File: src/rtl/nibble_serial_pkg.sv
// rtl/nibble_serial_pkg.sv - shared state type and nibble width for the nibble-serial adder
package nibble_serial_pkg;

  localparam int NIB_W = 4;

  typedef enum logic [1:0] {IDLE, RUN, DONE} nsa_state_t;

endpackage

File: src/rtl/nibble_cla_slice.sv
// rtl/nibble_cla_slice.sv - combinational 4-bit carry-lookahead slice, also exposing the carry into bit 3
module nibble_cla_slice
  import nibble_serial_pkg::*;
(
  input  logic [NIB_W-1:0] a,
  input  logic [NIB_W-1:0] b,
  input  logic             cin,
  output logic [NIB_W-1:0] sum,
  output logic             cout,
  output logic             c3
);

  logic [NIB_W-1:0] g;
  logic [NIB_W-1:0] p;
  logic [NIB_W:0]   c;

  assign g = a & b;
  assign p = a ^ b;

  // Every carry is a flat sum of products of g/p and cin, so depth does not chain.
  assign c[0] = cin;
  assign c[1] = g[0] | (p[0] & cin);
  assign c[2] = g[1] | (p[1] & g[0]) | (p[1] & p[0] & cin);
  assign c[3] = g[2] | (p[2] & g[1]) | (p[2] & p[1] & g[0]) | (p[2] & p[1] & p[0] & cin);
  assign c[4] = g[3] | (p[3] & g[2]) | (p[3] & p[2] & g[1]) | (p[3] & p[2] & p[1] & g[0])
              | (p[3] & p[2] & p[1] & p[0] & cin);

  assign sum  = p ^ c[NIB_W-1:0];
  assign cout = c[4];
  assign c3   = c[3];

endmodule

File: src/rtl/nibble_serial_adder.sv
// rtl/nibble_serial_adder.sv - WIDTH-bit A+B+cin computed one nibble per clock with valid/ready handshakes
// Optional signed-overflow output enabled by NIBBLE_SERIAL_ADDER_OVF_EN.
module nibble_serial_adder
  import nibble_serial_pkg::*;
#(
  parameter int WIDTH = 16
) (
  input  logic             clk,
  input  logic             rst_n,
  input  logic             in_valid,
  output logic             in_ready,
  input  logic [WIDTH-1:0] a,
  input  logic [WIDTH-1:0] b,
  input  logic             cin,
  output logic             out_valid,
  input  logic             out_ready,
  output logic [WIDTH-1:0] sum,
  output logic             cout
`ifdef NIBBLE_SERIAL_ADDER_OVF_EN
  ,
  output logic             ovf
`endif
);

  localparam int N     = WIDTH / NIB_W;
  localparam int CNT_W = (N > 1) ? $clog2(N) : 1;

  nsa_state_t       state_q, state_d;
  logic [WIDTH-1:0] a_q, a_d, b_q, b_d, sum_q, sum_d;
  logic             carry_q, carry_d, cout_q, cout_d;
  logic [CNT_W-1:0] cnt_q, cnt_d;

  logic [NIB_W-1:0] slice_sum;
  logic             slice_cout, slice_c3;
  logic [WIDTH-1:0] a_shift, b_shift, sum_shift;
  logic             last_nib;

  nibble_cla_slice u_slice (
    .a    (a_q[NIB_W-1:0]),
    .b    (b_q[NIB_W-1:0]),
    .cin  (carry_q),
    .sum  (slice_sum),
    .cout (slice_cout),
    .c3   (slice_c3)
  );

  // Results enter sum_q at the MSB end so after N shifts nibble 0 sits at the LSB.
  if (WIDTH == NIB_W) begin : g_single
    assign a_shift   = '0;
    assign b_shift   = '0;
    assign sum_shift = slice_sum;
  end else begin : g_multi
    assign a_shift   = {{NIB_W{1'b0}}, a_q[WIDTH-1:NIB_W]};
    assign b_shift   = {{NIB_W{1'b0}}, b_q[WIDTH-1:NIB_W]};
    assign sum_shift = {slice_sum, sum_q[WIDTH-1:NIB_W]};
  end

  assign last_nib = (cnt_q == CNT_W'(N - 1));

`ifdef NIBBLE_SERIAL_ADDER_OVF_EN
  logic ovf_q, ovf_d;
`else
  logic unused_slice_c3;
  assign unused_slice_c3 = slice_c3;
`endif

  always_comb begin
    state_d = state_q;
    a_d     = a_q;
    b_d     = b_q;
    sum_d   = sum_q;
    carry_d = carry_q;
    cout_d  = cout_q;
    cnt_d   = cnt_q;
`ifdef NIBBLE_SERIAL_ADDER_OVF_EN
    ovf_d   = ovf_q;
`endif
    case (state_q)
      IDLE: begin
        if (in_valid) begin
          a_d     = a;
          b_d     = b;
          carry_d = cin;
          cnt_d   = '0;
          state_d = RUN;
        end
      end
      RUN: begin
        a_d     = a_shift;
        b_d     = b_shift;
        sum_d   = sum_shift;
        carry_d = slice_cout;
        if (last_nib) begin
          cout_d  = slice_cout;
`ifdef NIBBLE_SERIAL_ADDER_OVF_EN
          ovf_d   = slice_c3 ^ slice_cout;
`endif
          state_d = DONE;
        end else begin
          cnt_d = cnt_q + CNT_W'(1);
        end
      end
      DONE: begin
        if (out_ready) begin
          state_d = IDLE;
        end
      end
      default: state_d = IDLE;
    endcase
  end

  always_ff @(posedge clk) begin
    if (!rst_n) begin
      state_q <= IDLE;
      a_q     <= '0;
      b_q     <= '0;
      sum_q   <= '0;
      carry_q <= 1'b0;
      cout_q  <= 1'b0;
      cnt_q   <= '0;
`ifdef NIBBLE_SERIAL_ADDER_OVF_EN
      ovf_q   <= 1'b0;
`endif
    end else begin
      state_q <= state_d;
      a_q     <= a_d;
      b_q     <= b_d;
      sum_q   <= sum_d;
      carry_q <= carry_d;
      cout_q  <= cout_d;
      cnt_q   <= cnt_d;
`ifdef NIBBLE_SERIAL_ADDER_OVF_EN
      ovf_q   <= ovf_d;
`endif
    end
  end

  assign in_ready  = (state_q == IDLE);
  assign out_valid = (state_q == DONE);
  assign sum       = sum_q;
  assign cout      = cout_q;
`ifdef NIBBLE_SERIAL_ADDER_OVF_EN
  assign ovf       = ovf_q;
`endif

endmodule

File: config.mk
export PLATFORM = sky130hd
export DESIGN_NAME = nibble_serial_adder
export DESIGN_NICKNAME = d
export VERILOG_FILES = /design/src/rtl/nibble_serial_pkg.sv /design/src/rtl/nibble_cla_slice.sv /design/src/rtl/nibble_serial_adder.sv
export SDC_FILE = /design/constraint.sdc
export NUM_CORES = 1
export LEC_CHECK = 0
export BUFFER_PORTS_ARGS = -buffer_cell sky130_fd_sc_hd__buf_2
export CORE_MARGIN = 4
export CORE_UTILIZATION = 47
export DETAILED_ROUTE_END_ITERATION = 7
export MAX_ROUTING_LAYER = met4
export PLACE_DENSITY = 0.74
export SLEW_MARGIN = 20
export SYNTH_ARGS = -nofsm -noshare
export SYNTH_HDL_FRONTEND = slang
export SYNTH_HIERARCHICAL = 1
export SYNTH_SLANG_ARGS = --single-unit
File: constraint.sdc
create_clock -name clk -period 1.4 [get_ports clk]
set_clock_uncertainty 0.05 [all_clocks]
set_input_delay 0.07 -clock clk [delete_from_list [all_inputs] [get_ports clk]]
set_output_delay 0.07 -clock clk [all_outputs]
set_load 0.03 [all_outputs]
; Yosys cells after proc, flatten, opt, wreduce, memory -nomap -nowiden
; Cells that the tools add are included.
[classes]
n_div = 0
eq_ne = 7
addsub = 1
n_bitwise = 29
n_mux = 13
n_shift = 0
order_cmp = 0
mul = 0
n_reduce_logical = 6
[ops]
columns = cell, n
row1 = $pmux W16 S2, 2
row2 = $mux W16, 2
row3 = $and A1 B1 Y1, 16
row4 = $mux W2, 5
row5 = $or A1 B1 Y1, 10
row6 = $xor A4 B4 Y4, 2
row7 = $ne A2 B2 Y1 const B, 3
row8 = $pmux W2 S3, 1
row9 = $reduce_and A3 Y1, 2
row10 = $and A4 B4 Y4, 1
row11 = $eq A2 B2 Y1 const B, 2
row12 = $pmux W2 S2, 1
row13 = $reduce_and A2 Y1, 2
row14 = $add A2 B1 Y2 const B, 1
row15 = $eq A2 B1 Y1 const B, 1
row16 = $logic_not A2 Y1, 1
row17 = $ne A2 B1 Y1 const B, 1
row18 = $pmux W1 S2, 1
row19 = $reduce_bool A2 Y1, 1
row20 = $mux W1, 1
[word_totals]
regBits = 54
mem_bits_ro = 0
output_inout_bits = 19
mem_count = 0
latchBits = 0
input_bits = 37
ram_bits = 0

; Longest topological paths before layout
; Gate-level depths: netlist of run 1.
[depth]
depth_word = 7
mapped_depth = 6
depth_no_buf = 6

; By module
; Netlist of run 1, hierarchy kept.
[by_module_without_submodules]
columns = mod, cells_per_inst, area_each_um2, n_inst, seq_area_each_um2
row1 = nibble_serial_adder, 262, 2170.8, 1, 1081.0
row2 = nibble_cla_slice, 18, 155.1, 1, 0.0

; Worst setup path before layout of run 1
; OpenSTA, ideal clock, no wires.
[synth_path]
path_kind = flip-flop to flip-flop
from = register a_q[0]
to = register carry_q
t_required_ns = 1.231
path_stages_with_launch = 7
path_buffers = 0
arrival_time_ns = 1.280
setup_time_ns = 0.119
path_slack_ns = -0.049
path_cell_list = dfxtp_1 -> ha_1 -> a211oi_2 -> o21bai_2 -> a21o_1 -> a21oi_1 -> a21oi_1
[synth_between]
elab_chain_cells = 5
elab_cells_between_ends = 8
[synth_lines]
columns = element, line_no
row1 = start: declaration, nibble_serial_adder.sv:29  ; logic [WIDTH-1:0] a_q, a_d, b_q, b_d, sum_q, sum_d;
row2 = start signal: assignment, nibble_serial_adder.sv:115  ; a_q <= '0;
row3 = start signal: assignment, nibble_serial_adder.sv:126  ; a_q <= a_d;
row4 = $and A4 B4 Y4 or $xor A4 B4 Y4 (tied branches), "nibble_cla_slice.sv:17, nibble_cla_slice.sv:18"
row5 = $and A1 B1 Y1 (on tied branches), "nibble_cla_slice.sv:25, nibble_cla_slice.sv:26"
row6 = $or A1 B1 Y1 or $and A1 B1 Y1 (tied branches), "nibble_cla_slice.sv:25, nibble_cla_slice.sv:26"
row7 = $or A1 B1 Y1 *, nibble_cla_slice.sv:26  ; | (p[3] & p[2] & p[1] & p[0] & cin);
row8 = via slice_cout, nibble_serial_adder.sv:34  ; logic slice_cout, slice_c3;
row9 = $pmux W1 S2 *, nibble_serial_adder.sv:78  ; case (state_q)
row10 = end signal: assignment, nibble_serial_adder.sv:129  ; carry_q <= carry_d;
row11 = end: declaration, nibble_serial_adder.sv:30  ; logic carry_q, carry_d, cout_q, cout_d;
; Mark *: on every way through the listed nets, which the timed path passes. The rest lies on a longest branch.
; A chain may end at the register's enable or synchronous reset.

; Worst setup path after layout of run 1
[layout_path]
from = register b_q[0]
to = register carry_q
[layout_between]
elab_chain_cells = 5
elab_cells_between_ends = 8
[layout_lines]
columns = element, line_no
row1 = start: declaration, nibble_serial_adder.sv:29
row2 = start signal: assignment, nibble_serial_adder.sv:116  ; b_q <= '0;
row3 = start signal: assignment, nibble_serial_adder.sv:127  ; b_q <= b_d;
row4 = $and A4 B4 Y4 or $xor A4 B4 Y4 (tied branches), "nibble_cla_slice.sv:17, nibble_cla_slice.sv:18"
row5 = $and A1 B1 Y1 (on tied branches), "nibble_cla_slice.sv:25, nibble_cla_slice.sv:26"
row6 = $or A1 B1 Y1 or $and A1 B1 Y1 (tied branches), "nibble_cla_slice.sv:25, nibble_cla_slice.sv:26"
row7 = $or A1 B1 Y1 *, nibble_cla_slice.sv:26
row8 = via slice_cout, nibble_serial_adder.sv:34
row9 = $pmux W1 S2 *, nibble_serial_adder.sv:78
; Marked as above.

==> results of run 1 <==
## report_power, final
part / total [mW] / switching [mW] / internal (mW)
combinational: 0.697 / 0.357 / 0.340
sequential: 1.70 / 0.0642 / 1.64
clock: 1.05 / 0.516 / 0.534
total: 3.45 / 0.937 / 2.51
## repair_timing
action | 4_1_cts | 5_1_grt
hold buffers | 34 | 0
gates cloned | 0 | 0
pin swaps | 1 | 8
endpoints found under the hold margin | 34 | 0
endpoints found under the setup margin | 3 | 14
gates resized for setup | 2 | 15
buffers inserted | 1 | 0
## tightest hold or removal path, stage by stage
cell     delay (ns)
buf_2          0.12
or4b_1         0.15
o21ai_0        0.06
## registers in the layout (all words and copies together), names as in the netlist
signal / count
cnt_q: 2
cout: 1
state_q: 2
sum: 16
a_q: 16
b_q: 16
carry_q: 1
## logic make-up after synthesis
logic type                 Yosys count  share of synthesized area
AOI/OAI and AO/OA                  109                      0.278
xor gates and xnor gates             3                     0.0113
and+or+nand+nor                     82                      0.158
DFF                                 54                      0.465
adders and majority gates            6                     0.0355
buffers and inverters               26                     0.0527
## path summary, 6_finish.rpt
path         startpoint  endpoint  slack (ns)
max              b_q[0]   carry_q       -0.09
min               rst_n  cnt_q[0]        0.09
max reg2reg      b_q[0]   carry_q       -0.09
min reg2reg      sum[3]    sum[3]        0.41
## cells in the final DEF, fill, tap and decap left out, drive strengths merged, types with 2 or more instances in the layout
| cell type | Yosys | layout |
|---|---|---|
| nand2 | 62 | 62 |
| a21boi | 18 | 18 |
| dfxtp | 54 | 54 |
| ha | 5 | 5 |
| nor2b | 10 | 10 |
| o21ai | 27 | 27 |
| xor2 | 2 | 2 |
| dlygate4sd3 | 0 | 34 |
| a22oi | 8 | 8 |
| clkbuf | 9 | 6 |
| buf | 13 | 70 |
| nor2 | 3 | 3 |
| inv | 4 | 4 |
| a21oi | 48 | 48 |
| o21bai | 3 | 3 |
| nand2b | 2 | 2 |
## layer usage
layer	global-route usage	wire [µm]	vias to the layer above
met1	0.255	2660	1014
met2	0.323	2700	62
met5	-	0	-
met3	0.0424	261	15
li1	-	-	1130
met4	0.0699	131	0
## final cells by class
class / count / area (µm²) / area share
Tap cell: 67 / 83.8 / 0.0258
Clock inverter: 2 / 37.5 / 0.0116
Timing Repair Buffer: 104 / 781 / 0.240
Clock buffer: 6 / 72.6 / 0.0224
Sequential cell: 54 / 1090 / 0.334
Multi-Input combinational cell: 200 / 1170 / 0.361
Inverter: 4 / 15.0 / 0.00462
## metrics by stage
| stage | instance area, µm² | util | power (mW) |
|---|---|---|---|
| finish | 3250 | 0.683 | 3.45 |
| global route | 3250 | 0.683 | 3.61 |
| CTS | 3220 | 0.677 | 3.43 |
| detailed placement | 2750 | 0.578 | 2.31 |
| global placement | 2750 | 0.578 | 2.30 |
| floorplan | 2340 | - | 2.11 |
==> flow_summary.json, run 1 <==
{
  "final_nets": 412,
  "syn-instance-count": 280,
  "cp.depth": 6,
  "synth_fp_nets": 323,
  "clkTransAtPathRegs_ns": 0.10,
  "required_ns": 1.55,
  "setup-tns-final_ns": -0.0858,
  "vdd_drop_max_mv": 0.665,
  "die_w_um": 78.4,
  "post-route-period-util": 1.06,
  "via_count": 2221,
  "path_buf_inv": 0,
  "drt-initial-drc-count": 130,
  "cts_htree_levels": 2,
  "leakage_nw": 1.38,
  "rsz0062_at_grt": "true",
  "slew_headroom": 0.849,
  "cp_data_arrival_time_ns": 1.63,
  "async_reset_ff_frac": 0,
  "path_cells": "ha_4, a211oi_4, o21bai_2, a21o_1, a21oi_2, a21oi_1",
  "postSynthRegisterBits": 54,
  "start_util": 0.489,
  "worstMarginPinSlew_ns": 0.225,
  "fillers": 407,
  "grt_pass1_wl_mm": 9.76,
  "die_area_mm2": 0.00614,
  "clkSinkCount": 54,
  "hold_viol_final": 0,
  "synthTopCellsByCount": "nand2_1, dfxtp_1, a21oi_1, o21ai_0, a21boi_0",
  "cpLargestDelayFamily": "compound AO/OA/AOI/OAI gates",
  "critical-path-max-stage-delay_ns": 0.35,
  "fin_ws_ns": -0.0854,
  "yosys_warnings": 6,
  "crit_type": "reg -> reg",
  "finalWorstPathRequiredPeriod_ns": 1.49,
  "synth_edf_count": 0,
  "gp_congestion": 0.783,
  "syn_avg_cell_area_um2": 8.31,
  "outcome": "finished, violations left",
  "hpwl_mm": 3.45,
  "violations": "setup timing",
  "drt-total-wl_mm": 5.76,
  "netlist_area_mm2": 0.00233,
  "r2r_cells": 6,
  "antennaDiodeCount": 0,
  "synth_top_area_cell": "dfxtp_1",
  "port-buffer-count": 55,
  "root_buffer": "clkbuf_8",
  "std_cell_rows": 25,
  "crit_fanout": 2,
  "dp_cells": 394,
  "slowest_stage": "dfxtp_2",
  "core_area_mm2": 0.00475,
  "cts-buffers-inserted": 5,
  "first_global_vias": 2112,
  "maxClockFrequency_ghz": 0.673,
  "ys_types": 31,
  "start_kind": "register",
  "powerDensity_mw_per_mm2": 1060,
  "die_y_um": 78.4,
  "end_kind": "register",
  "antenna_found_initial": 0,
  "clock_latency_ns": 0.31,
  "ant_nets": 0,
  "ys.flop_type": "dfxtp_1",
  "whs_path_depth": 3,
  "drc": 0,
  "ys_seq_area_frac": 0.465,
  "slew_viol_final": 0,
  "hold-worst-slack_ns": 0.0937,
  "drtPass1Iterations": 4,
  "vias_per_cell": 5.08,
  "synth.most_common_cell": "nand2_1",
  "min-delay-path-class": "in -> reg",
  "overflow": 0,
  "wl_per_cell_um": 13.2,
  "synth_top_area_frac": 0.465,
  "drive_above_1_share": 0.254,
  "syn_to_final_growth_pct": 39.6,
  "stdcell_count": 437,
  "synthTopCellsByArea": "dfxtp_1, a21oi_1, nand2_1",
  "cap_violations": 0,
  "grt_max_degree": 56,
  "pre_cts_slack_ns": -0.0625,
  "io-pin-count": 56,
  "grtUsageTotal": 0.202,
  "finalSetupViolations": 2,
  "clk_path_buf_depth": 2,
  "cts_tree": "done"
}
Note: power is estimated with default switching activity, not from simulation.
==> run 2: changes to the inputs <==
--- a/config.mk
+++ b/config.mk
@@ -6,11 +6,14 @@
 export NUM_CORES = 1
 export LEC_CHECK = 0
 export BUFFER_PORTS_ARGS = -buffer_cell sky130_fd_sc_hd__buf_2
+export CELL_PAD_IN_SITES_DETAIL_PLACEMENT = 1
+export CELL_PAD_IN_SITES_GLOBAL_PLACEMENT = 1
 export CORE_MARGIN = 4
-export CORE_UTILIZATION = 47
+export CORE_UTILIZATION = 35
 export DETAILED_ROUTE_END_ITERATION = 7
 export MAX_ROUTING_LAYER = met4
-export PLACE_DENSITY = 0.74
+export PLACE_DENSITY_LB_ADDON = 0.1
+export RECOVER_POWER = 100
 export SLEW_MARGIN = 20
 export SYNTH_ARGS = -nofsm -noshare
 export SYNTH_HDL_FRONTEND = slang
==> run 2 against run 1 <==
The run still ends with setup timing left; flip-flop and latch count unchanged; critical path depth grew 1; clock power is 14% lower; maximum frequency rose by 2.1%; wire length grew 12%; non-clock buffer count is 3 lower; combinational power up 1%; setup slack improved by 0.030 ns.
==> flow_summary.json, run 2 (synthesis results as in run 1) <==
{
  "outcome": "finished, violations left",
  "violations": "setup timing",
  "start_util": 0.364,
  "via_count": 2225,
  "met2RoutedLength_mm": 3.24,
  "finalSetupViolations": 3,
  "die_area_mm2": 0.00801,
  "hold_viol_final": 0,
  "vdd_drop_max_mv": 0.535,
  "drive_above_1_share": 0.202,
  "clkSinkCount": 54,
  "powerDensity_mw_per_mm2": 1030,
  "cts_htree_levels": 2,
  "grtUsageTotal": 0.179,
  "finalWorstPathRequiredPeriod_ns": 1.45,
  "min-delay-path-class": "in -> reg",
  "stdcell_count": 444,
  "placed_area_mm2": 0.00276,
  "worstMarginPinSlew_ns": 0.382,
  "power_mw": 3.32,
  "overflow": 0,
  "root_buffer": "clkbuf_8",
  "std_cell_rows": 29,
  "fin_ws_ns": -0.0550,
  "maxClockFrequency_ghz": 0.687,
  "first_global_vias": 2229,
  "clock_power_share": 0.272,
  "wl_met3_um": 262,
  "die_y_um": 89.5,
  "cts_tree": "done",
  "highest_layer": "met4",
  "hold-worst-slack_ns": 0.115,
  "start_kind": "register",
  "combPwrFrac": 0.212,
  "final_nets": 409,
  "slew_headroom": 0.747,
  "fillers": 793,
  "m1WireLength_mm": 2.87,
  "die_w_um": 89.5,
  "io-pin-count": 56,
  "crit_fanout": 3,
  "crit_type": "reg -> reg",
  "ant_nets": 0,
  "slew_viol_final": 0,
  "path_cells": "ha_4, a211oi_4, o21bai_2, buf_4, xor2_1, nand2_1, a21boi_1",
  "required_ns": 1.59,
  "dp_cells": 400,
  "vias_per_cell": 5.01,
  "post-route-period-util": 1.04,
  "final_common_cell": "nand2_1",
  "drtPass1Iterations": 4,
  "clk_path_buf_depth": 2,
  "cap_violations": 0,
  "multi_input_area_mm2": 0.00117,
  "slowest_stage": "dfxtp_2",
  "final_cell_mix": "nand2_1, a21oi_1, dfxtp_1",
  "seqCellArea_mm2": 0.00109,
  "drt-total-wl_mm": 6.43,
  "cp_data_arrival_time_ns": 1.65,
  "port-buffer-count": 55,
  "drt-initial-drc-count": 66,
  "swShare": 0.281,
  "cts-buffers-inserted": 5,
  "p_seq_frac": 0.516,
  "drc": 0,
  "pre_cts_slack_ns": -0.0870,
  "antennaDiodeCount": 0,
  "antenna_found_initial": 0,
  "p_int_mw": 2.38,
  "gp_congestion": 0.726,
  "hpwl_mm": 4.02,
  "setup-tns-final_ns": -0.160,
  "switchingPower_mw": 0.933,
  "clock_latency_ns": 0.31,
  "wl_per_cell_um": 14.5,
  "grt_max_degree": 38,
  "rsz0062_at_grt": "true",
  "final_core_util": 0.504,
  "critical-path-max-stage-delay_ns": 0.35,
  "leakage_nw": 1.30,
  "end_kind": "register",
  "core_area_mm2": 0.00639,
  "syn_to_final_growth_pct": 38.2,
  "clkTransAtPathRegs_ns": 0.09,
  "grt_pass1_wl_mm": 10.8,
  "finish.instance_area_mm2": 0.00322
}
==> run 2: cell count changes in the layout (fill, tap and decap cells not counted), sizes merged <==
cell,previous run,this run
buf,70,49
clkbuf,6,25
clkinvlp,1,0
bufinv,1,0
clkinv,0,1
==> run 2: timing repair <==
action / CTS / global route
pin swaps: 2 / 7
gates resized for setup: 3 / 17
endpoints found under the setup margin: 3 / 38
endpoints found under the hold margin: 34 / 0
hold buffers: 34 / 0
buffers inserted: 0 / 2
==> run 2: critical path: cells and delay by family (launching register included) <==
| kind | cells | cell delay, ns |
|---|---|---|
| compound gates | 3 | 0.42 |
| xor+xnor | 1 | 0.12 |
| fa+ha+maj | 1 | 0.24 |
| buf+inv | 1 | 0.14 |
| flops | 1 | 0.35 |
| simple gates | 1 | 0.06 |
==> run 2: cell type report <==
type	count	share of cell area
well taps	77	0.0300
flip-flops and latches	54	0.340
clock inverters	1	0.00156
clock buffers	7	0.0268
repair buffers	101	0.232
inverters	4	0.00467
multi-input cells	200	0.365
==> run 2: per-layer routing <==
layer / global-route usage / vias to the layer above
met3: 0.0313 / 8
met5: - / -
met2: 0.303 / 39
li1: - / 1125
met4: 0.0406 / 0
met1: 0.224 / 1053
==> run 2: power by group through the flow <==
stage | clock [mW] | combinational [mW] | sequential, mW
floorplan | 0 | 0.362 | 1.75
global placement | 0 | 0.591 | 1.74
detailed placement | 0 | 0.602 | 1.74
CTS | 0.935 | 0.691 | 1.71
finish | 0.901 | 0.704 | 1.71
global route | 1.00 | 0.792 | 1.73
==> run 2: final timing paths <==
kind	from	to	slack, ns	depth (start not counted)
min	rst_n	b_q[0]	0.12	3
min reg2reg	sum[1]	sum[1]	0.41	2
max reg2reg	b_q[0]	sum[15]	-0.05	7
max	b_q[0]	sum[15]	-0.05	7
==> run 3: changes to the inputs <==
--- a/config.mk
+++ b/config.mk
@@ -14,6 +14,7 @@
 export MAX_ROUTING_LAYER = met4
 export PLACE_DENSITY_LB_ADDON = 0.1
 export RECOVER_POWER = 100
+export SKIP_CTS_REPAIR_TIMING = 1
 export SLEW_MARGIN = 20
 export SYNTH_ARGS = -nofsm -noshare
 export SYNTH_HDL_FRONTEND = slang
==> run 3 against run 2 <==
The flow finishes with violations (hold timing, setup timing); largest cell class unchanged; clock power about the same; setup slack worse by 0.0022 ns; sequential power about the same; critical endpoint is now carry_q; final cell count down 1.1%; hold slack got worse by 0.14 ns; critical path type unchanged; clock-buffer cell count unchanged.
==> flow_summary.json, run 3 (synthesis results as in run 1) <==
{
  "outcome": "finished, violations left",
  "violations": "hold timing, setup timing",
  "grtUsageTotal": 0.160,
  "cap_violations": 0,
  "first_global_vias": 2031,
  "drive_above_1_share": 0.196,
  "dp_cells": 400,
  "std_cell_rows": 29,
  "placed_area_mm2": 0.00276,
  "clkTransAtPathRegs_ns": 0.09,
  "finalSetupViolations": 2,
  "cp_data_arrival_time_ns": 1.61,
  "die_area_mm2": 0.00801,
  "whs_path_depth": 3,
  "hold-worst-slack_ns": -0.0288,
  "required_ns": 1.56,
  "wl_per_cell_um": 14.2,
  "start_kind": "register",
  "fillers": 792,
  "min_to": "a_q[12]",
  "start_util": 0.364,
  "fin_ws_ns": -0.0572,
  "die_w_um": 89.5,
  "port-buffer-count": 55,
  "cts-buffers-inserted": 5,
  "cts_htree_levels": 2,
  "slew_viol_final": 0,
  "rr_endpoint": "carry_q",
  "end_kind": "register",
  "final_common_cell": "nand2_1",
  "slew_headroom": 0.747,
  "vdd_drop_max_mv": 0.529,
  "root_buffer": "clkbuf_8",
  "clock_latency_ns": 0.31,
  "drtPass1Iterations": 4,
  "post-route-period-util": 1.04,
  "r2r_cells": 6,
  "r2r_slack_ns": -0.06,
  "gp_congestion": 0.726,
  "grt_max_degree": 38,
  "finalWorstPathRequiredPeriod_ns": 1.46,
  "grt_pass1_wl_mm": 9.67,
  "via_count": 2221,
  "min-delay-path-class": "in -> reg",
  "rsz0062_at_grt": "true",
  "final_core_util": 0.495,
  "rr_startpoint": "b_q[0]",
  "overflow": 0,
  "worstMarginPinSlew_ns": 0.381,
  "syn_to_final_growth_pct": 35.8,
  "clkSinkCount": 54,
  "hpwl_mm": 4.02,
  "finish.instance_area_mm2": 0.00316,
  "stdcell_count": 439,
  "crit_type": "reg -> reg",
  "leakage_nw": 1.27,
  "drc": 0,
  "cts_tree": "done",
  "hold_viol_final": 4,
  "pre_cts_slack_ns": -0.0870,
  "drt-initial-drc-count": 72,
  "antenna_found_initial": 0,
  "io-pin-count": 56,
  "setup-tns-final_ns": -0.103,
  "powerDensity_mw_per_mm2": 1040,
  "maxClockFrequency_ghz": 0.686,
  "vias_per_cell": 5.06,
  "final_cell_mix": "nand2_1, dfxtp_1, a21oi_1",
  "drt-total-wl_mm": 6.24,
  "core_area_mm2": 0.00639,
  "antennaDiodeCount": 0,
  "die_y_um": 89.5,
  "ant_nets": 0,
  "clk_path_buf_depth": 2,
  "final_nets": 404,
  "crit_fanout": 3,
  "worstHoldStart": "a[12]"
}
[run 3: area by class of cell]
class / instances / area, µm² / share of cell area
clock buffer: 7 / 86.3 / 0.0273
clock inverter: 1 / 5.00 / 0.00158
inverter: 4 / 15.0 / 0.00475
multi-input combinational: 200 / 1170 / 0.371
sequential: 54 / 1090 / 0.345
tap: 77 / 96.3 / 0.0305
timing repair buffer: 96 / 693 / 0.219
[run 3: layer usage]
layer  vias up  routed length, µm  part of all wire  global-route usage
li1       1114                  -                 -                   -
met1      1052               2830              0.45               0.202
met2        47               3080              0.49               0.262
met3         8                267             0.043              0.0332
met4         0                 59            0.0095              0.0406
met5         -                  0                 0                   -
[run 3: worst max path at each step]
stage                       from      end  slack [ns]  cells past startpoint
after floorplan           b_q[0]  carry_q      -0.006                      6
after global placement    b_q[0]  carry_q       -0.06                      6
after detailed placement  b_q[0]  carry_q       -0.09                      6
after CTS                 b_q[0]  carry_q       -0.10                      6
after global routing      b_q[0]  carry_q       -0.14                      6
final                     b_q[0]  carry_q       -0.06                      6
[run 3: critical path, cell delays in order, from the launching register on]
cell and delay (ns):
dfxtp_2 0.35, ha_4 0.24, a211oi_4 0.23, o21bai_2 0.10
a21o_1 0.19, a21oi_2 0.13, a21oi_1 0.07
[run 3: report_power, final]
group	switching [mW]	internal (mW)	total, mW
clock network	0.501	0.400	0.902
registers	0.0690	1.64	1.71
logic	0.353	0.322	0.674
[run 3: stage by stage]
step,hold slack [ns],power [mW]
after floorplan,0.147,2.11
after global placement,0.266,2.33
after detailed placement,0.268,2.34
after CTS,-0.0707,3.25
after global routing,0.00318,3.49
final,-0.0288,3.29
